### config.mk
export PLATFORM = sky130hd
export DESIGN_NAME = psg_bus_master
export DESIGN_NICKNAME = d
export VERILOG_FILES = /design/src/rtl/psg_bus_pkg.sv /design/src/rtl/psg_cmd_fifo.sv /design/src/rtl/psg_bus_master.sv
export SDC_FILE = /design/constraint.sdc
export NUM_CORES = 1
export LEC_CHECK = 0
export CAP_MARGIN = 20
export CELL_PAD_IN_SITES_DETAIL_PLACEMENT = 0
export CELL_PAD_IN_SITES_GLOBAL_PLACEMENT = 1
export CORE_MARGIN = 5
export CORE_UTILIZATION = 30
export DETAILED_ROUTE_END_ITERATION = 8
export DONT_BUFFER_PORTS = 1
export PLACE_DENSITY_LB_ADDON = 0.1
export REMOVE_ABC_BUFFERS = 1
export SLEW_MARGIN = 20
export SYNTH_ARGS = -nofsm -noshare
export SYNTH_HDL_FRONTEND = slang
export SYNTH_SLANG_ARGS = --single-unit
### constraint.sdc
create_clock -name CLK -period 3.45 [get_ports CLK]
set_input_delay 0.345 -clock CLK [delete_from_list [all_inputs] [get_ports CLK]]
set_output_delay 0.345 -clock CLK [all_outputs]
set_load 0.05 [all_outputs]
### src/rtl/psg_bus_pkg.sv
// Shared types for the YM2149/AY PSG bus master.
//   state_t    : bus sequencer states
//   BUS_*      : {BDIR,BC} encodings
//   psg_cmd_t  : queued register command {wr, addr, data}
`timescale 1ns/1ps
package psg_bus_pkg;

   typedef enum logic [2:0] {
      ST_IDLE,
      ST_ADDR,
      ST_GAP1,
      ST_WR,
      ST_RD,
      ST_GAP2
   } state_t;

   localparam logic [1:0] BUS_IDLE  = 2'b00;
   localparam logic [1:0] BUS_READ  = 2'b01;
   localparam logic [1:0] BUS_WRITE = 2'b10;
   localparam logic [1:0] BUS_ADDR  = 2'b11;

   typedef struct packed {
      logic       wr;
      logic [3:0] addr;
      logic [7:0] data;
   } psg_cmd_t;

endpackage

### src/rtl/psg_cmd_fifo.sv
// Synchronous command FIFO for the PSG bus master.
// Ports:
//   clk_i, rst_i  : clock, synchronous active-high reset
//   push_i/data_i : write request and command; accepted only while ready_o=1
//   ready_o       : registered "not full"
//   pop_i         : read request; ignored when empty
//   data_o        : head-of-queue command (valid when empty_o=0)
//   empty_o       : queue empty
`timescale 1ns/1ps
module psg_cmd_fifo
   import psg_bus_pkg::*;
#(
   parameter int DEPTH = 16
) (
   input  logic     clk_i,
   input  logic     rst_i,
   input  logic     push_i,
   input  psg_cmd_t data_i,
   output logic     ready_o,
   input  logic     pop_i,
   output psg_cmd_t data_o,
   output logic     empty_o
);

   localparam int AW = $clog2(DEPTH);

   logic [AW:0] wptr_q, wptr_d;
   logic [AW:0] rptr_q, rptr_d;
   logic        ready_q;
   logic        do_push;
   logic        do_pop;
   logic        full_d;
   psg_cmd_t    mem_q [DEPTH];

   assign empty_o = (wptr_q == rptr_q);
   assign do_push = push_i & ready_q;
   assign do_pop  = pop_i & ~empty_o;

   assign wptr_d = wptr_q + {{AW{1'b0}}, do_push};
   assign rptr_d = rptr_q + {{AW{1'b0}}, do_pop};

   // Full when the pointers match except for the wrap bit.
   assign full_d = (wptr_d[AW] != rptr_d[AW]) && (wptr_d[AW-1:0] == rptr_d[AW-1:0]);

   always_ff @(posedge clk_i) begin
      if (rst_i) begin
         wptr_q  <= '0;
         rptr_q  <= '0;
         ready_q <= 1'b0;
      end else begin
         wptr_q  <= wptr_d;
         rptr_q  <= rptr_d;
         ready_q <= ~full_d;
      end
   end

   always_ff @(posedge clk_i) begin
      if (do_push) begin
         mem_q[wptr_q[AW-1:0]] <= data_i;
      end
   end

   assign data_o  = mem_q[rptr_q[AW-1:0]];
   assign ready_o = ready_q;

endmodule

### src/rtl/psg_bus_master.sv
// Host-side BDIR/BC bus initiator for a YM2149/AY PSG.
// Commands enter through a valid/ready handshake into a FIFO and are played
// out as address / gap / data / gap bus phases, each held for HOLD_CYCLES
// CE-qualified cycles. The last latched register number is cached so repeated
// accesses to the same register can skip the address phase.
// Ports:
//   CLK, RESET           : clock, synchronous active-high reset
//   CE                   : bus pacing enable for the sequencer
//   CMD_VALID/READY      : command handshake; CMD_WR, CMD_ADDR, CMD_DATA
//   RD_VALID, RD_DATA    : one-CLK pulse and captured read value
//   BUSY                 : queue non-empty or sequencer active
//   BDIR, BC, PSG_DI     : registered PSG bus drive
//   PSG_DO               : PSG read data
`timescale 1ns/1ps
module psg_bus_master
   import psg_bus_pkg::*;
#(
   parameter int FIFO_DEPTH  = 16,
   parameter int HOLD_CYCLES = 1,
   parameter int ADDR_CACHE  = 1
) (
   input  logic       CLK,
   input  logic       RESET,
   input  logic       CE,
   input  logic       CMD_VALID,
   output logic       CMD_READY,
   input  logic       CMD_WR,
   input  logic [3:0] CMD_ADDR,
   input  logic [7:0] CMD_DATA,
   output logic       RD_VALID,
   output logic [7:0] RD_DATA,
   output logic       BUSY,
   output logic       BDIR,
   output logic       BC,
   output logic [7:0] PSG_DI,
   input  logic [7:0] PSG_DO
);

   localparam logic [3:0] HOLD_RELOAD = 4'(HOLD_CYCLES - 1);

   state_t     state_q, state_d;
   logic [3:0] hold_q, hold_d;
   psg_cmd_t   cmd_q, cmd_d;
   logic [3:0] cache_q, cache_d;
   logic       cache_vld_q, cache_vld_d;
   logic [1:0] bus_q, bus_d;
   logic [7:0] di_q, di_d;
   logic [7:0] rd_data_q, rd_data_d;
   logic       rd_valid_q, rd_valid_d;

   logic       fifo_pop;
   logic       fifo_empty;
   psg_cmd_t   fifo_cmd;
   psg_cmd_t   push_cmd;

   assign push_cmd = {CMD_WR, CMD_ADDR, CMD_DATA};

   psg_cmd_fifo #(
      .DEPTH (FIFO_DEPTH)
   ) u_fifo (
      .clk_i   (CLK),
      .rst_i   (RESET),
      .push_i  (CMD_VALID),
      .data_i  (push_cmd),
      .ready_o (CMD_READY),
      .pop_i   (fifo_pop),
      .data_o  (fifo_cmd),
      .empty_o (fifo_empty)
   );

   always_comb begin
      state_d     = state_q;
      hold_d      = hold_q;
      cmd_d       = cmd_q;
      cache_d     = cache_q;
      cache_vld_d = cache_vld_q;
      rd_data_d   = rd_data_q;
      rd_valid_d  = 1'b0;
      fifo_pop    = 1'b0;
      bus_d       = BUS_IDLE;
      di_d        = 8'h00;

      if (CE) begin
         case (state_q)
            ST_IDLE: begin
               if (!fifo_empty) begin
                  fifo_pop = 1'b1;
                  cmd_d    = fifo_cmd;
                  hold_d   = HOLD_RELOAD;
                  // The PSG still holds the last latched register, so a
                  // matching address goes straight to the data phase.
                  if ((ADDR_CACHE != 0) && cache_vld_q && (fifo_cmd.addr == cache_q)) begin
                     state_d = fifo_cmd.wr ? ST_WR : ST_RD;
                  end else begin
                     state_d = ST_ADDR;
                  end
               end
            end
            ST_ADDR: begin
               if (hold_q == 4'd0) begin
                  state_d     = ST_GAP1;
                  cache_d     = cmd_q.addr;
                  cache_vld_d = 1'b1;
               end else begin
                  hold_d = hold_q - 4'd1;
               end
            end
            ST_GAP1: begin
               state_d = cmd_q.wr ? ST_WR : ST_RD;
               hold_d  = HOLD_RELOAD;
            end
            ST_WR: begin
               if (hold_q == 4'd0) begin
                  state_d = ST_GAP2;
               end else begin
                  hold_d = hold_q - 4'd1;
               end
            end
            ST_RD: begin
               if (hold_q == 4'd0) begin
                  // Sample while the read mode is still on the bus.
                  state_d    = ST_GAP2;
                  rd_data_d  = PSG_DO;
                  rd_valid_d = 1'b1;
               end else begin
                  hold_d = hold_q - 4'd1;
               end
            end
            ST_GAP2: begin
               state_d = ST_IDLE;
            end
            default: begin
               state_d = ST_IDLE;
            end
         endcase
      end

      // Bus drive is registered from the next state so it lines up with state_q.
      case (state_d)
         ST_ADDR: begin
            bus_d = BUS_ADDR;
            di_d  = {4'h0, cmd_d.addr};
         end
         ST_WR: begin
            bus_d = BUS_WRITE;
            di_d  = cmd_d.data;
         end
         ST_RD: begin
            bus_d = BUS_READ;
         end
         default: begin
            bus_d = BUS_IDLE;
         end
      endcase
   end

   always_ff @(posedge CLK) begin
      if (RESET) begin
         state_q     <= ST_IDLE;
         hold_q      <= 4'd0;
         cache_vld_q <= 1'b0;
         bus_q       <= BUS_IDLE;
         di_q        <= 8'h00;
         rd_data_q   <= 8'h00;
         rd_valid_q  <= 1'b0;
      end else begin
         state_q     <= state_d;
         hold_q      <= hold_d;
         cache_vld_q <= cache_vld_d;
         bus_q       <= bus_d;
         di_q        <= di_d;
         rd_data_q   <= rd_data_d;
         rd_valid_q  <= rd_valid_d;
      end
   end

   always_ff @(posedge CLK) begin
      cmd_q   <= cmd_d;
      cache_q <= cache_d;
   end

   assign BDIR     = bus_q[1];
   assign BC       = bus_q[0];
   assign PSG_DI   = di_q;
   assign RD_DATA  = rd_data_q;
   assign RD_VALID = rd_valid_q;
   assign BUSY     = ~fifo_empty | (state_q != ST_IDLE);

endmodule

### After elaboration in Yosys (flattened, before gate mapping)

Memories as Yosys holds them, arrays and structs flattened. A register that Yosys moved wholly into a read port is not among the register bits.
Index checks and enable logic that the tools add are counted.

* output and inout bits: 21
* bits in writable memories: 208
* memories: 1
* input bits: 25
* logic and storage cells: 74
* register bits: 55

Memory list
* u_fifo.mem_q: depth 16, bits a word 13, rd ports 1, clocked after memory_dff 1, wr ports 1, RTL line psg_cmd_fifo.sv:33 `psg_cmd_t mem_q [DEPTH];`

* $add $sub $neg: 3
* bitwise gates (word level): 7
* multiplexer cells: 23
* reduce and logical (&&, ||, !) cells: 13
* eq/ne operators: 13

Operator list (number)
* $mux 12: 3
* $mux 3: 7
* $pmux 8 s2: 1
* $mux 4: 3
* $pmux 3 s4: 1
* $pmux 4 s3: 1
* $add 5x1->5: 2
* $eq 3x2->1 const B: 3
* $reduce_and 3->1: 3
* $eq 4x4->1: 2
* $eq 3x1->1 const B: 2
* $eq 3x3->1 const B: 2
* $mux 1: 6
* $pmux 2 s3: 1
* $reduce_bool 3->1: 2
* $reduce_or 3->1: 2
* $eq 5x5->1: 1
* $logic_not 4->1: 1
* $ne 2x2->1 const B: 2
* $not 1->1: 4
* $reduce_and 4->1: 1
* $sub 4x1->4 const B: 1
* $logic_not 3->1: 1
* $and 1x1->1: 2
* other kinds (4): 5

### Logic depth before layout (Yosys ltp)

Gate-level depths: netlist of the first run.

* depth after elaboration: 9
* depth in mapped cells: 13
* mapped depth without buffers: 10

### Modules after synthesis

A second synthesis of the first run with hierarchy kept.

* cell total of the unflattened synthesis: 585
* area, all modules: 10396.2 µm²

Modules (own cells, without submodules)
* psg_cmd_fifo: times used 1, area each 8500.7 µm², cells an instance 399
* psg_bus_master: times used 1, area each 1895.6 µm², cells an instance 186

### Least setup slack after synthesis of the first run

Ideal clock, no wire load.

* kind: reg2reg
* start: register u_fifo.ready_q, in the netlist u_fifo.ready_o
* end: memory u_fifo.mem_q[0][0] in the netlist's numbering, enable pin
* setup slack: 0.653 ns
* clock period less this slack: 2.797 ns
* required time: 3.050 ns
* arrival: 2.398 ns
* cell stages (with the launch flop): 5
* cells stage by stage: dfxtp_1 > and2_1 > clkbuf_1 > or3b_2 > nor3_1

* longest elaborated chain between the ends: 3

RTL lines
* start: declaration: RTL line psg_cmd_fifo.sv:29 `logic ready_q;`
* start signal: assignment: RTL line psg_cmd_fifo.sv:53 `ready_q <= ~full_d;`
* $and 1x1->1: RTL line psg_cmd_fifo.sv:36 `assign do_push = push_i & ready_q;`
* $mux 1: RTL line psg_cmd_fifo.sv:58 `if (do_push) begin`
* $mux 1 (implied by the code): RTL line psg_cmd_fifo.sv:59 `mem_q[wptr_q[AW-1:0]] <= data_i;`
* end: declaration: RTL line psg_cmd_fifo.sv:33

Every way passes these cells.

### Worst setup path after layout of the first run

* start: register u_fifo.rptr_q[1]
* end: register di_q[3], in the netlist PSG_DI[3]

* longest elaborated chain between the ends: 6
* elaborated cells on any way between the ends: 10
* those cells by class: eq/ne (3); mux (7)

RTL lines
* start: declaration: RTL line psg_cmd_fifo.sv:28 `logic [AW:0] rptr_q, rptr_d;`
* start signal: assignment: RTL line psg_cmd_fifo.sv:52 `rptr_q <= rptr_d;`
* $eq 5x5->1 *: RTL line psg_cmd_fifo.sv:35 `assign empty_o = (wptr_q == rptr_q);`
* $mux 3: RTL line psg_bus_master.sv:86 `if (!fifo_empty) begin`
* $pmux 3 s4: RTL line psg_bus_master.sv:84 `case (state_q)`
* $mux 3: RTL line psg_bus_master.sv:83 `if (CE) begin`
* $eq 3x2->1 or $eq 3x1->1 (tied branches): RTL line psg_bus_master.sv:139 `case (state_d)`
* $pmux 8 s2 *: RTL line psg_bus_master.sv:139
* end signal: assignment: RTL line psg_bus_master.sv:171 `di_q <= di_d;`
* end: declaration: RTL line psg_bus_master.sv:47 `logic [7:0] di_q, di_d;`

Mark *: on every way between the ends. The rest lies on a longest branch, timed or not.
A chain may end at the register's enable or synchronous reset.

==> load_flow_metrics.sql, run 1 <==
INSERT INTO impl_metrics (metric_group, metric, value, unit) VALUES
('clocking', 'cts.reportedPaths.clkPinSlew', '0.06', 'ns'),
('synth', 'yosys.area_share.adder', '0.006031', ''),
('sta', 'grt_setup_unrepaired', 'false', ''),
('power_and_ir_drop', 'power.share.clock', '0.396', ''),
('cells_and_area', 'num_antenna_cells', '0', ''),
('power_and_ir_drop', 'intPower', '5872', 'uW'),
('cells_and_area', 'area_growth_syn_to_layout', '18.95', '%'),
('floorplanning', 'io_pins', '46', ''),
('worst_setup_path', 'setup.reg_to_reg.worst_slack', '0.57', 'ns'),
('worst_setup_path', 'worstSetupStartpointType', 'flop', ''),
('clocking', 'clkLatencyLatePin', '0.55', 'ns'),
('power_and_ir_drop', 'power_leakage', '0.004146', 'uW'),
('worst_setup_path', 'path_cells', 'buf_4 -> mux4_1 -> a22oi_2 -> a21oi_1 -> a211oi_2 -> nand3_2 -> and2_4 -> a211oi_1', ''),
('worst_setup_path', 'critical-path-max-stage-delay', '0.59', 'ns'),
('floorplanning', 'effective_utilization_at_floorplan', '0.3018', ''),
('grt', 'globalRouteTotalUtil', '0.1243', ''),
('power_and_ir_drop', 'sequentialPowerShare', '0.483', ''),
('floorplanning', 'dieHeight', '196.0', 'um'),
('detailed_routing', 'dr_wl_cell', '21.17', 'um'),
('detailed_routing', 'vias', '5281', ''),
('sta', 'final_critical_path_setup_slack', '0.5684', 'ns'),
('detailed_routing', 'route.antenna.remaining_nets', '0', ''),
('place', 'pre_cts_ws', '0.5430', 'ns'),
('sta', 'fin_crit_sh', '0.8353', ''),
('power_and_ir_drop', 'switchingPower', '1922', 'uW'),
('sta', 'fmaxAchievable', '347.0', 'MHz'),
('clocking', 'cts_root_buffer', 'sky130_fd_sc_hd__clkbuf_16', ''),
('grt', 'grt_antenna_before_repair', '2', ''),
('grt', 'globalRoute.totalOverflow', '0', ''),
('detailed_routing', 'wl', '23.93', 'mm'),
('synth', 'synth-seq-area-share', '0.7131', ''),
('floorplanning', 'core.rowCount', '68', ''),
('sta', 'worst-slew-pin-transition', '1.051', 'ns'),
('floorplanning', 'die_x', '196.0', 'um'),
('synth', 'syn-cell-area', '0.01037', 'mm2'),
('power_and_ir_drop', 'swShare', '0.2466', ''),
('sta', 'final-max-slew-violation-count', '0', ''),
('sta', 'hold_slack', '0.03763', 'ns'),
('worst_setup_path', 'critPathCaptureType', 'flop', ''),
('cells_and_area', 'ff_latch_area', '0.007402', 'mm2'),
('synth', 'yosys_warnings', '0', ''),
('worst_setup_path', 'worst_path_dominant_cell_family', 'compound AO/OA/AOI/OAI gates', ''),
('grt', 'grt_pass1_vias', '5562', ''),
('sta', 'setup_viol', '0', ''),
('floorplanning', 'dieArea', '0.03840', 'mm2'),
('synth', 'synth_enable_flop_cells', '213', ''),
('clocking', 'cts_max_path_buffers', '3', ''),
('sta', 'report.final.hold_viol_count', '0', ''),
('worst_setup_path', 'path_max_fanout', '14', ''),
('detailed_routing', 'avgViaCountPerCell', '4.673', ''),
('worst_setup_path', 'crit_slowest_cell', 'sky130_fd_sc_hd__dfxtp_2', ''),
('power_and_ir_drop', 'power.share.combinational', '0.121', ''),
('sta', 'worst_slew_margin_rel', '0.2968', ''),
('clocking', 'cts_repair_resize_count', '0', ''),
('cells_and_area', 'multi_input_logic_area', '0.002785', 'mm2'),
('run_status', 'status', 'finished, final reports clean', ''),
('detailed_routing', 'drtPass1Iterations', '4', ''),
('synth', 'synthesized_area_fraction_occupied_by_and_or_nand_nor_cells', '0.05765', ''),
('place', 'place.port_buffers', '0', ''),
('synth', 'ys.flop_type', 'sky130_fd_sc_hd__edfxtp_1', ''),
('cells_and_area', 'final.fill_count', '3258', ''),
('synth', 'synth.area.mux_share', '0.1590', ''),
('min_path', 'timing.hold.worst.class', 'input pin to flop', ''),
('cells_and_area', 'nNetsFinal', '682', ''),
('synth', 'synth_top_family_by_area', 'multiplexers', ''),
('worst_setup_path', 'timing.critical_path.buf_inv', '1', ''),
('synth', 'synth_seq_cells', '263', ''),
('worst_setup_path', 'crit_arrival', '3.34', 'ns'),
('grt', 'grt_pass1_wl', '35.83', 'mm'),
('synth', 'syn-instance-count', '582', ''),
('grt', 'grt_max_degree', '26', '');
power by group through the flow:
stage / sequential [uW] / clock (uW) / combinational (uW)
final: 3770 / 3080 / 942
after global routing: 3790 / 3310 / 1040
after CTS: 3770 / 3190 / 963
after detailed placement: 3840 / 0 / 902
after global placement: 3830 / 0 / 902
after floorplan: 3840 / 0 / 635
registers in the layout, summed over array words and instances, names as in the netlist, 4 cells and up:
register,flops
PSG_DI,8
RD_DATA,8
u_fifo.wptr_q,5
u_fifo.mem_q,208
cmd_q,13
hold_q,4
u_fifo.rptr_q,5
cache_q,4
per-stage QoR:
| step | std cells | area (um2) | total power [uW] | util |
|---|---|---|---|---|
| 6_report | 1130 | 12340 | 7794 | 0.3590 |
| 5_1_grt | 1130 | 12340 | 8141 | 0.3590 |
| 4_1_cts | 1130 | 12340 | 7923 | 0.3590 |
| 3_5_place_dp | 1053 | 11160 | 4740 | 0.3246 |
| 3_3_place_gp | 1053 | 11160 | 4737 | 0.3246 |
| 2_1_floorplan | 552 | 10220 | 4472 | - |
placed cells by master, fill, tap and decap left out, types with 3 or more instances in the layout:
cell and n:
sky130_fd_sc_hd__a211oi_1 4, sky130_fd_sc_hd__a21o_1 5, sky130_fd_sc_hd__a21oi_1 11, sky130_fd_sc_hd__a22oi_1 3, sky130_fd_sc_hd__and3_1 7, sky130_fd_sc_hd__buf_4 46
sky130_fd_sc_hd__bufinv_16 3, sky130_fd_sc_hd__clkbuf_1 6, sky130_fd_sc_hd__clkbuf_16 31, sky130_fd_sc_hd__clkinv_1 8, sky130_fd_sc_hd__clkinv_2 6, sky130_fd_sc_hd__dfxtp_1 48
sky130_fd_sc_hd__dlygate4sd3_1 22, sky130_fd_sc_hd__edfxtp_1 213, sky130_fd_sc_hd__ha_1 5, sky130_fd_sc_hd__inv_1 14, sky130_fd_sc_hd__mux2_2 7, sky130_fd_sc_hd__mux2i_1 17
sky130_fd_sc_hd__mux4_1 7, sky130_fd_sc_hd__mux4_2 52, sky130_fd_sc_hd__nand2_1 26, sky130_fd_sc_hd__nand2b_1 3, sky130_fd_sc_hd__nand3_1 11, sky130_fd_sc_hd__nor2_1 48
sky130_fd_sc_hd__nor2b_1 10, sky130_fd_sc_hd__nor3_2 4, sky130_fd_sc_hd__o21ai_0 3, sky130_fd_sc_hd__xnor2_1 12, sky130_fd_sc_hd__xor2_1 7
cell families after synthesis:
kind of cell,after synthesis
AO/OA/AOI/OAI,38
XOR/XNOR,20
adder cells (fa/ha/maj),5
buffers and inverters,45
flip-flops,263
multiplexers,85
AND/OR/NAND/NOR,126
metal layers:
metal / up-vias / GRT usage / wire length, um
met5: - / 0 / 13
met2: 85 / 0.2141 / 12040
met4: 2 / 0.02974 / 478
li1: 2416 / - / -
met3: 36 / 0.02370 / 855
met1: 2742 / 0.1633 / 10540
synthesized netlist by cell type (2+ instances only):
master                     instances  area [um2]
sky130_fd_sc_hd__nor3b_1           2       15.01
sky130_fd_sc_hd__buf_2             6       30.03
sky130_fd_sc_hd__nor4_1            2       12.51
sky130_fd_sc_hd__mux4_1            7       183.9
sky130_fd_sc_hd__nand3b_1          2       15.01
sky130_fd_sc_hd__a211oi_2          2       25.02
sky130_fd_sc_hd__a22oi_1           3       22.52
sky130_fd_sc_hd__nand2_1          26       97.59
sky130_fd_sc_hd__and3_1            7       43.79
sky130_fd_sc_hd__nand2b_1          3       18.77
sky130_fd_sc_hd__a21oi_1          11       55.05
sky130_fd_sc_hd__clkbuf_1         15       56.30
sky130_fd_sc_hd__inv_1            14       52.55
sky130_fd_sc_hd__buf_4             3       22.52
sky130_fd_sc_hd__nor2b_1          10       62.56
sky130_fd_sc_hd__nor3_1            6       30.03
sky130_fd_sc_hd__buf_1             4       15.01
sky130_fd_sc_hd__ha_1              5       62.56
sky130_fd_sc_hd__nand3_1          11       55.05
sky130_fd_sc_hd__edfxtp_1        213        6396
sky130_fd_sc_hd__mux2i_4           2       45.04
sky130_fd_sc_hd__and2_1            2       12.51
sky130_fd_sc_hd__nand4_1           2       12.51
sky130_fd_sc_hd__mux2i_1          17       170.2
sky130_fd_sc_hd__nor2_1           48       180.2
sky130_fd_sc_hd__mux2_2            7       78.83
sky130_fd_sc_hd__mux4_2           52        1171
sky130_fd_sc_hd__o21ai_0           3       15.01
sky130_fd_sc_hd__dfxtp_1          50        1001
sky130_fd_sc_hd__xor2_1            7       61.31
sky130_fd_sc_hd__a31oi_1           2       12.51
sky130_fd_sc_hd__a211oi_1          4       30.03
sky130_fd_sc_hd__xnor2_1          12       105.1
sky130_fd_sc_hd__a21o_1            5       37.54
layout make-up:
type                    instances  share of cell area
flip-flops and latches        263              0.5999
well taps                     455             0.04614
inverters                      15            0.004563
multi-input cells             274              0.2257
clock buffers                  37             0.06469
repair buffers                 68             0.04583
clock inverters                18             0.01318
worst reg2reg max path, stage by stage (launching register included):
cell and delay [ns]:
sky130_fd_sc_hd__dfxtp_2 0.59, sky130_fd_sc_hd__buf_4 0.31, sky130_fd_sc_hd__mux4_1 0.59, sky130_fd_sc_hd__a22oi_2 0.23, sky130_fd_sc_hd__a21oi_1 0.11, sky130_fd_sc_hd__a211oi_2 0.31, sky130_fd_sc_hd__nand3_2 0.20, sky130_fd_sc_hd__and2_4 0.22
sky130_fd_sc_hd__a211oi_1 0.24
repair_timing:
| action | 4_1_cts | 5_1_grt |
|---|---|---|
| hold endpoints to repair | 233 | 0 |
| setup buffers | 0 | 0 |
| endpoints found under the setup margin | 0 | 0 |
| hold buffers | 22 | 0 |
worst paths after layout:
check,from,endpoint,cells past startpoint
hold / removal,RESET,hold_q[1],2
hold reg to reg,cmd_q[9],cache_q[1],0
setup reg to reg,u_fifo.rptr_q[1],PSG_DI[3],8
setup / recovery,u_fifo.rptr_q[1],PSG_DI[3],8
Note: power is estimated with default switching activity, not from simulation.
==> inputs of run 2 (changes only) <==
- clock period: 3.45 -> 2.4 ns (I/O delays scaled with it)
==> run 2 against run 1 <==
Compared with the run above:
- setup slack lost 0.55 ns
- sequential power grew 42%
- critical path depth is the same
- die area is the same
- clock-buffer cell count grew 1
- core utilization grew 1.8 points
- flip-flop and latch count is the same
- clock power grew 38%
- critical path type unchanged
- critical endpoint is now PSG_DI[1]
- largest cell class unchanged
==> load_flow_metrics.sql, run 2 (synthesized netlist as in run 1, its figures left out) <==
INSERT INTO impl_metrics (metric_group, metric, value, unit) VALUES
('sta', 'finalCriticalPeriod', '2.378', 'ns'),
('cells_and_area', 'nNetsFinal', '732', ''),
('worst_setup_path', 'worstSetupStartpointType', 'flop', ''),
('cells_and_area', 'max_reg_flops', '208', ''),
('cells_and_area', 'ff_latch_area', '0.007406', 'mm2'),
('power_and_ir_drop', 'p_per_area', '880.8', 'mW/mm2'),
('place', 'hpwlAfterDp', '16.61', 'mm'),
('worst_setup_path', 'rr_endpoint', 'PSG_DI[1]', ''),
('min_path', 'timing.hold.worst.class', 'input pin to flop', ''),
('clocking', 'clock_sink_count', '263', ''),
('grt', 'grt_pass1_vias', '5884', ''),
('sta', 'setup_viol', '0', ''),
('cells_and_area', 'area_growth_syn_to_layout', '24.79', '%'),
('clocking', 'cts_max_path_buffers', '3', ''),
('grt', 'globalRoute.totalOverflow', '0', ''),
('sta', 'fmaxAchievable', '420.5', 'MHz'),
('power_and_ir_drop', 'power_leakage', '0.004415', 'uW'),
('clocking', 'tritoncts', 'built', ''),
('sta', 'worst_slew_margin_rel', '0.5842', ''),
('place', 'place_area', '0.01146', 'mm2'),
('clocking', 'cts.reportedPaths.clkPinSlew', '0.06', 'ns'),
('clocking', 'cts_root_buffer', 'sky130_fd_sc_hd__clkbuf_16', ''),
('run', 'drv_cap', '0', ''),
('clocking', 'clkLatencyLatePin', '0.53', 'ns'),
('floorplanning', 'die_x', '196.0', 'um'),
('cells_and_area', 'final.fill_count', '3266', ''),
('cells_and_area', 'layoutNonFillerInstCount', '1181', ''),
('detailed_routing', 'vias', '5466', ''),
('grt', 'grt_max_degree', '28', ''),
('grt', 'grt_pass1_wl', '37.48', 'mm'),
('power_and_ir_drop', 'irDropWorstVdd', '0.5791', 'mV'),
('detailed_routing', 'dr_wl_cell', '21.27', 'um'),
('grt', 'grt_antenna_before_repair', '2', ''),
('worst_setup_path', 'critPathCaptureType', 'flop', ''),
('sta', 'grt_setup_unrepaired', 'true', ''),
('place', 'place.port_buffers', '0', ''),
('sta', 'report.final.hold_viol_count', '0', ''),
('worst_setup_path', 'timing.critical_path.required', '2.82', 'ns'),
('clocking', 'cts_made_buffers', '29', ''),
('place', 'place.detailed.instances', '1086', ''),
('cells_and_area', 'mostFrequentLayoutCell', 'sky130_fd_sc_hd__edfxtp_1', ''),
('sta', 'fin_crit_sh', '0.9910', ''),
('detailed_routing', 'route.antenna.remaining_nets', '0', ''),
('worst_setup_path', 'worst-r2r-cell-count', '8', ''),
('floorplanning', 'dieHeight', '196.0', 'um'),
('clocking', 'htree_levels', '1', ''),
('sta', 'worst-slew-pin-transition', '0.6216', 'ns'),
('cells_and_area', 'layout_common_cells', 'sky130_fd_sc_hd__edfxtp_1, sky130_fd_sc_hd__buf_4, sky130_fd_sc_hd__mux4_2', ''),
('worst_setup_path', 'crit_arrival', '2.79', 'ns'),
('cells_and_area', 'multi_input_logic_area', '0.002928', 'mm2'),
('worst_setup_path', 'path_max_fanout', '10', ''),
('worst_setup_path', 'reg2reg_start', 'u_fifo.rptr_q[1]', ''),
('worst_setup_path', 'crit_start', 'u_fifo.rptr_q[1]', ''),
('detailed_routing', 'avgViaCountPerCell', '4.628', ''),
('floorplanning', 'io_pins', '46', ''),
('cells_and_area', 'final_area', '0.01294', 'mm2'),
('grt', 'globalRouteTotalUtil', '0.1284', ''),
('detailed_routing', 'initialDrtViolationCount', '196', ''),
('sta', 'setup-tns-final', '0', 'ns'),
('floorplanning', 'core', '0.03437', 'mm2'),
('sta', 'final-max-slew-violation-count', '0', ''),
('detailed_routing', 'route.detailed.drc', '0', ''),
('worst_setup_path', 'setup.reg_to_reg.worst_slack', '0.02', 'ns'),
('floorplanning', 'effective_utilization_at_floorplan', '0.3018', ''),
('floorplanning', 'dieArea', '0.03840', 'mm2'),
('place', 'gp_congestion', '0.7198', ''),
('sta', 'hold_slack', '0.08347', 'ns'),
('worst_setup_path', 'setup.worst_path.class', 'flop to flop', ''),
('detailed_routing', 'drtPass1Iterations', '4', ''),
('cells_and_area', 'final_layout_size_suffix_gt1_frac', '0.3264', ''),
('floorplanning', 'core.rowCount', '68', ''),
('sta', 'worst_clock_skew', '0.01264', 'ns'),
('detailed_routing', 'wl', '25.12', 'mm'),
('run_status', 'status', 'finished, final reports clean', ''),
('worst_setup_path', 'worstSetupEndpoint', 'PSG_DI[1]', '');
[run 2: worst min path at each step]
stage / startpoint / end / slack, ns / cells after the start
floorplan: RESET / bus_q[0] / 0.31 / 1
global placement: RESET / u_fifo.rptr_q[0] / 0.31 / 1
detailed placement: RESET / u_fifo.rptr_q[0] / 0.31 / 1
CTS: RESET / state_q[0] / -0.26 / 1
global route: CE / bus_q[0] / 0.07 / 4
finish: CE / state_q[0] / 0.08 / 3
[run 2: layout make-up]
type	count	share of cell area
inverter	15	0.004350
antenna	3	0.0005799
clock inverter	14	0.01073
sequential	263	0.5721
multi-input combinational	274	0.2262
tap	455	0.04398
clock buffer	38	0.05867
timing repair buffer	119	0.08341
[run 2: metal layers]
metal | share of wire | GRT usage | wire length [um] | vias up
met3 | 0.042 | 0.02336 | 1067 | 36
met4 | 0.016 | 0.02767 | 413 | 0
met2 | 0.49 | 0.2159 | 12290 | 89
li1 | - | - | - | 2506
met5 | 0 | 0 | 0 | -
met1 | 0.45 | 0.1753 | 11350 | 2835
[run 2: critical path, cell delays in order (launching register included)]
cell and delay, ns:
sky130_fd_sc_hd__dfxtp_4 0.44, sky130_fd_sc_hd__buf_6 0.14, sky130_fd_sc_hd__buf_4 0.16, sky130_fd_sc_hd__buf_12 0.15, sky130_fd_sc_hd__mux4_2 0.31, sky130_fd_sc_hd__mux4_2 0.57
sky130_fd_sc_hd__mux2_2 0.32, sky130_fd_sc_hd__a21oi_2 0.12, sky130_fd_sc_hd__a211oi_2 0.06
[run 2: power by group]
part	total (uW)	switching (uW)	internal [uW]	leakage [uW]
Sequential	5340	190	5150	0.00233
Clock	4240	1720	2530	0.000433
Combinational	1820	927	896	0.00165
Total	11400	2830	8570	0.00441
[run 2: stage by stage]
stage	total power, uW	util	worst slack, ns
after floorplan	6429	-	-1.990
after global placement	6980	0.3333	-0.1372
after detailed placement	7000	0.3333	-0.1742
after CTS	11510	0.3733	-0.01504
after global routing	11900	0.3765	-0.1099
final	11400	0.3766	0.02161
[run 2: repair_timing]
item | 4_1_cts | 5_1_grt
cloned | 1 | 0
hold buffers | 30 | 1
gates resized for setup | 30 | 21
endpoints found under the setup margin | 13 | 15
setup buffers | 7 | 1
pin swaps | 5 | 13
endpoints found under the hold margin | 237 | 9
==> inputs of run 3 (changes only) <==
- PLACE_DENSITY: not set -> 0.6
- PLACE_DENSITY_LB_ADDON: 0.1 -> not set
- clock period: 2.4 -> 2.18 ns (I/O delays scaled with it)
==> run 3 against run 2 <==
Compared with the run above:
- the run now ends with setup timing left
- sequential power increased by 10%
- routed wire length decreased by 3.9%
- final cell count down 0.17%
- clock skew about the same
- maximum frequency shrank 0.41%
- sequential share of layout area shrank 0.52 points
- non-clock buffer count increased by 1
- core utilization grew 0.33 points
- clock power up 4%
- setup slack worse by 0.23 ns
- flip-flop and latch count stayed put
- combinational power grew 13%
- critical endpoint is now u_fifo.ready_o
- highest routed layer is now met5
==> load_flow_metrics.sql, run 3 (synthesized netlist as in run 1, its figures left out) <==
INSERT INTO impl_metrics (metric_group, metric, value, unit) VALUES
('cells_and_area', 'mostFrequentLayoutCell', 'sky130_fd_sc_hd__edfxtp_1', ''),
('grt', 'globalRouteTotalUtil', '0.1218', ''),
('detailed_routing', 'drtPass1Iterations', '4', ''),
('clocking', 'clock_sink_count', '263', ''),
('grt', 'globalRoute.totalOverflow', '0', ''),
('worst_setup_path', 'crit_slowest_cell', 'sky130_fd_sc_hd__dfxtp_4', ''),
('sta', 'final_critical_path_setup_slack', '-0.2081', 'ns'),
('place', 'place_area', '0.01150', 'mm2'),
('cells_and_area', 'final_area', '0.01306', 'mm2'),
('grt', 'grt_max_degree', '28', ''),
('cells_and_area', 'nNetsFinal', '732', ''),
('worst_setup_path', 'path_max_fanout', '8', ''),
('sta', 'final-max-slew-violation-count', '0', ''),
('min_path', 'timing.hold.worst.start', 'CE', ''),
('sta', 'grt_setup_unrepaired', 'true', ''),
('place', 'gp_congestion', '0.7910', ''),
('floorplanning', 'core', '0.03437', 'mm2'),
('place', 'hpwlAfterDp', '15.56', 'mm'),
('detailed_routing', 'vias', '5510', ''),
('clocking', 'cts_root_buffer', 'sky130_fd_sc_hd__clkbuf_16', ''),
('sta', 'fmaxAchievable', '418.7', 'MHz'),
('detailed_routing', 'route.antenna.remaining_nets', '0', ''),
('clocking', 'htree_levels', '1', ''),
('cells_and_area', 'multi_input_logic_area', '0.003035', 'mm2'),
('worst_setup_path', 'worstSetupStartpointType', 'flop', ''),
('power_and_ir_drop', 'p_per_area', '944.0', 'mW/mm2'),
('min_path', 'timing.hold.worst.class', 'input pin to flop', ''),
('worst_setup_path', 'reg2reg_start', 'u_fifo.rptr_q[1]', ''),
('sta', 'worst-slew-pin-transition', '0.9585', 'ns'),
('worst_setup_path', 'critical-path-max-stage-delay', '0.37', 'ns'),
('detailed_routing', 'avgViaCountPerCell', '4.673', ''),
('cells_and_area', 'layout_common_cells', 'sky130_fd_sc_hd__edfxtp_1, sky130_fd_sc_hd__buf_4, sky130_fd_sc_hd__mux4_2', ''),
('sta', 'report.final.hold_viol_count', '0', ''),
('cells_and_area', 'layoutNonFillerInstCount', '1179', ''),
('sta', 'worst_slew_margin_rel', '0.3589', ''),
('sta', 'fin_crit_sh', '1.095', ''),
('cells_and_area', 'max_reg_flops', '208', ''),
('clocking', 'clkLatencyLatePin', '0.53', 'ns'),
('sta', 'setup_viol', '16', ''),
('floorplanning', 'dieHeight', '196.0', 'um'),
('sta', 'finalCriticalPeriod', '2.388', 'ns'),
('floorplanning', 'io_pins', '46', ''),
('cells_and_area', 'final_layout_size_suffix_gt1_frac', '0.3481', ''),
('clocking', 'tritoncts', 'built', ''),
('cells_and_area', 'area_growth_syn_to_layout', '25.88', '%'),
('worst_setup_path', 'setup.worst_path.class', 'flop to flop', ''),
('floorplanning', 'core.rowCount', '68', ''),
('power_and_ir_drop', 'power_leakage', '0.004403', 'uW'),
('clocking', 'cts.reportedPaths.clkPinSlew', '0.06', 'ns'),
('cells_and_area', 'num_antenna_cells', '0', ''),
('grt', 'grt_pass1_wl', '35.86', 'mm'),
('place', 'place.port_buffers', '0', ''),
('power_and_ir_drop', 'irDropWorstVdd', '0.5001', 'mV'),
('run', 'drv_cap', '0', ''),
('grt', 'grt_antenna_before_repair', '1', ''),
('worst_setup_path', 'crit_start', 'u_fifo.rptr_q[1]', ''),
('grt', 'grt_pass1_vias', '5826', ''),
('clocking', 'cts_made_buffers', '28', ''),
('clocking', 'cts_max_path_buffers', '3', ''),
('place', 'pre_cts_ws', '-0.4129', 'ns'),
('floorplanning', 'effective_utilization_at_floorplan', '0.3018', ''),
('detailed_routing', 'dr_wl_cell', '20.46', 'um'),
('worst_setup_path', 'timing.critical_path.required', '2.53', 'ns'),
('worst_setup_path', 'crit_arrival', '2.74', 'ns'),
('worst_setup_path', 'path_cells', 'buf_12 -> buf_8 -> buf_6 -> xnor2_4 -> nand3_2 -> o21ai_2 -> inv_2 -> ha_4 -> ha_4 -> buf_6 -> xnor2_4 -> xnor2_2 -> a41oi_2', ''),
('place', 'place.detailed.instances', '1090', ''),
('run_status', 'violated_checks', 'setup timing', ''),
('floorplanning', 'die_x', '196.0', 'um'),
('detailed_routing', 'wl', '24.13', 'mm'),
('floorplanning', 'dieArea', '0.03840', 'mm2'),
('sta', 'worst_clock_skew', '0.01255', 'ns'),
('worst_setup_path', 'critPathCaptureType', 'flop', ''),
('cells_and_area', 'final.fill_count', '3165', ''),
('detailed_routing', 'initialDrtViolationCount', '419', ''),
('detailed_routing', 'route.detailed.drc', '0', ''),
('run_status', 'status', 'finished, violations left', ''),
('cells_and_area', 'ff_latch_area', '0.007403', 'mm2');
-- run 3: cell count changes in the layout (fill, tap and decap cells not counted), moves of 3 or more --
cell and change:
sky130_fd_sc_hd__buf_4 -6, sky130_fd_sc_hd__buf_6 +5, sky130_fd_sc_hd__clkbuf_1 -5, sky130_fd_sc_hd__mux2i_2 -4, sky130_fd_sc_hd__buf_12 +3, sky130_fd_sc_hd__clkinvlp_4 +3
sky130_fd_sc_hd__diode_2 -3, sky130_fd_sc_hd__mux2i_1 +3, sky130_fd_sc_hd__nor2_1 -3, sky130_fd_sc_hd__nor2_2 +3, sky130_fd_sc_hd__xnor2_1 -3
-- run 3: what timing repair did --
item	in CTS	in global routing
pin swaps	13	14
gates resized for setup	45	39
endpoints found under the setup margin	16	21
hold endpoints to repair	237	23
buffers inserted	3	9
hold buffers	19	10
-- run 3: layout make-up --
cell class | count | area share
Clock buffer | 33 | 0.05672
Clock inverter | 19 | 0.009198
Inverter | 15 | 0.004312
Multi-Input combinational cell | 274 | 0.2324
Sequential cell | 263 | 0.5669
Tap cell | 455 | 0.04359
Timing Repair Buffer | 120 | 0.08681
-- run 3: worst paths after layout --
check	endpoint	slack [ns]	depth (start not counted)
worst max-delay path	u_fifo.ready_o	-0.21	13
worst min-delay path	state_q[2]	0.06	4
worst max register to register	u_fifo.ready_o	-0.21	13
worst min register to register	cache_q[1]	0.43	0
-- run 3: critical path: cells and delay by family (launching register included) --
kind,cells,cell delay [ns]
simple gates,1,0.10
xor+xnor,3,0.47
buf+inv,5,0.59
fa+ha+maj,2,0.34
flops,1,0.37
compound gates,2,0.32
-- run 3: layer usage --
layer / routed length, um / vias to the layer above / part of all wire / GRT usage
li1: - / 2513 / - / -
met1: 10220 / 2861 / 0.42 / 0.1591
met2: 12500 / 112 / 0.52 / 0.2164
met3: 1088 / 22 / 0.045 / 0.02061
met4: 305 / 2 / 0.013 / 0.02224
met5: 13 / - / 0.00054 / 0
-- run 3: power breakdown --
group          total [uW]  leakage, uW  switching (uW)  internal, uW
Combinational        2050      0.00166            1000          1050
Clock                4400     0.000409            1860          2530
Sequential           5880      0.00233             220          5660
-- run 3: stage by stage --
step	hold slack, ns	TNS (ns)	utilization	total power, uW
after floorplan	0.2869	-76.22	-	7078
after global placement	0.2943	-4.879	0.3345	7675
after detailed placement	0.2949	-4.885	0.3345	7721
after CTS	-0.2729	-1.774	0.3702	12320
after global routing	0.07337	-3.867	0.3799	12840
final	0.05623	-2.208	0.3799	12330
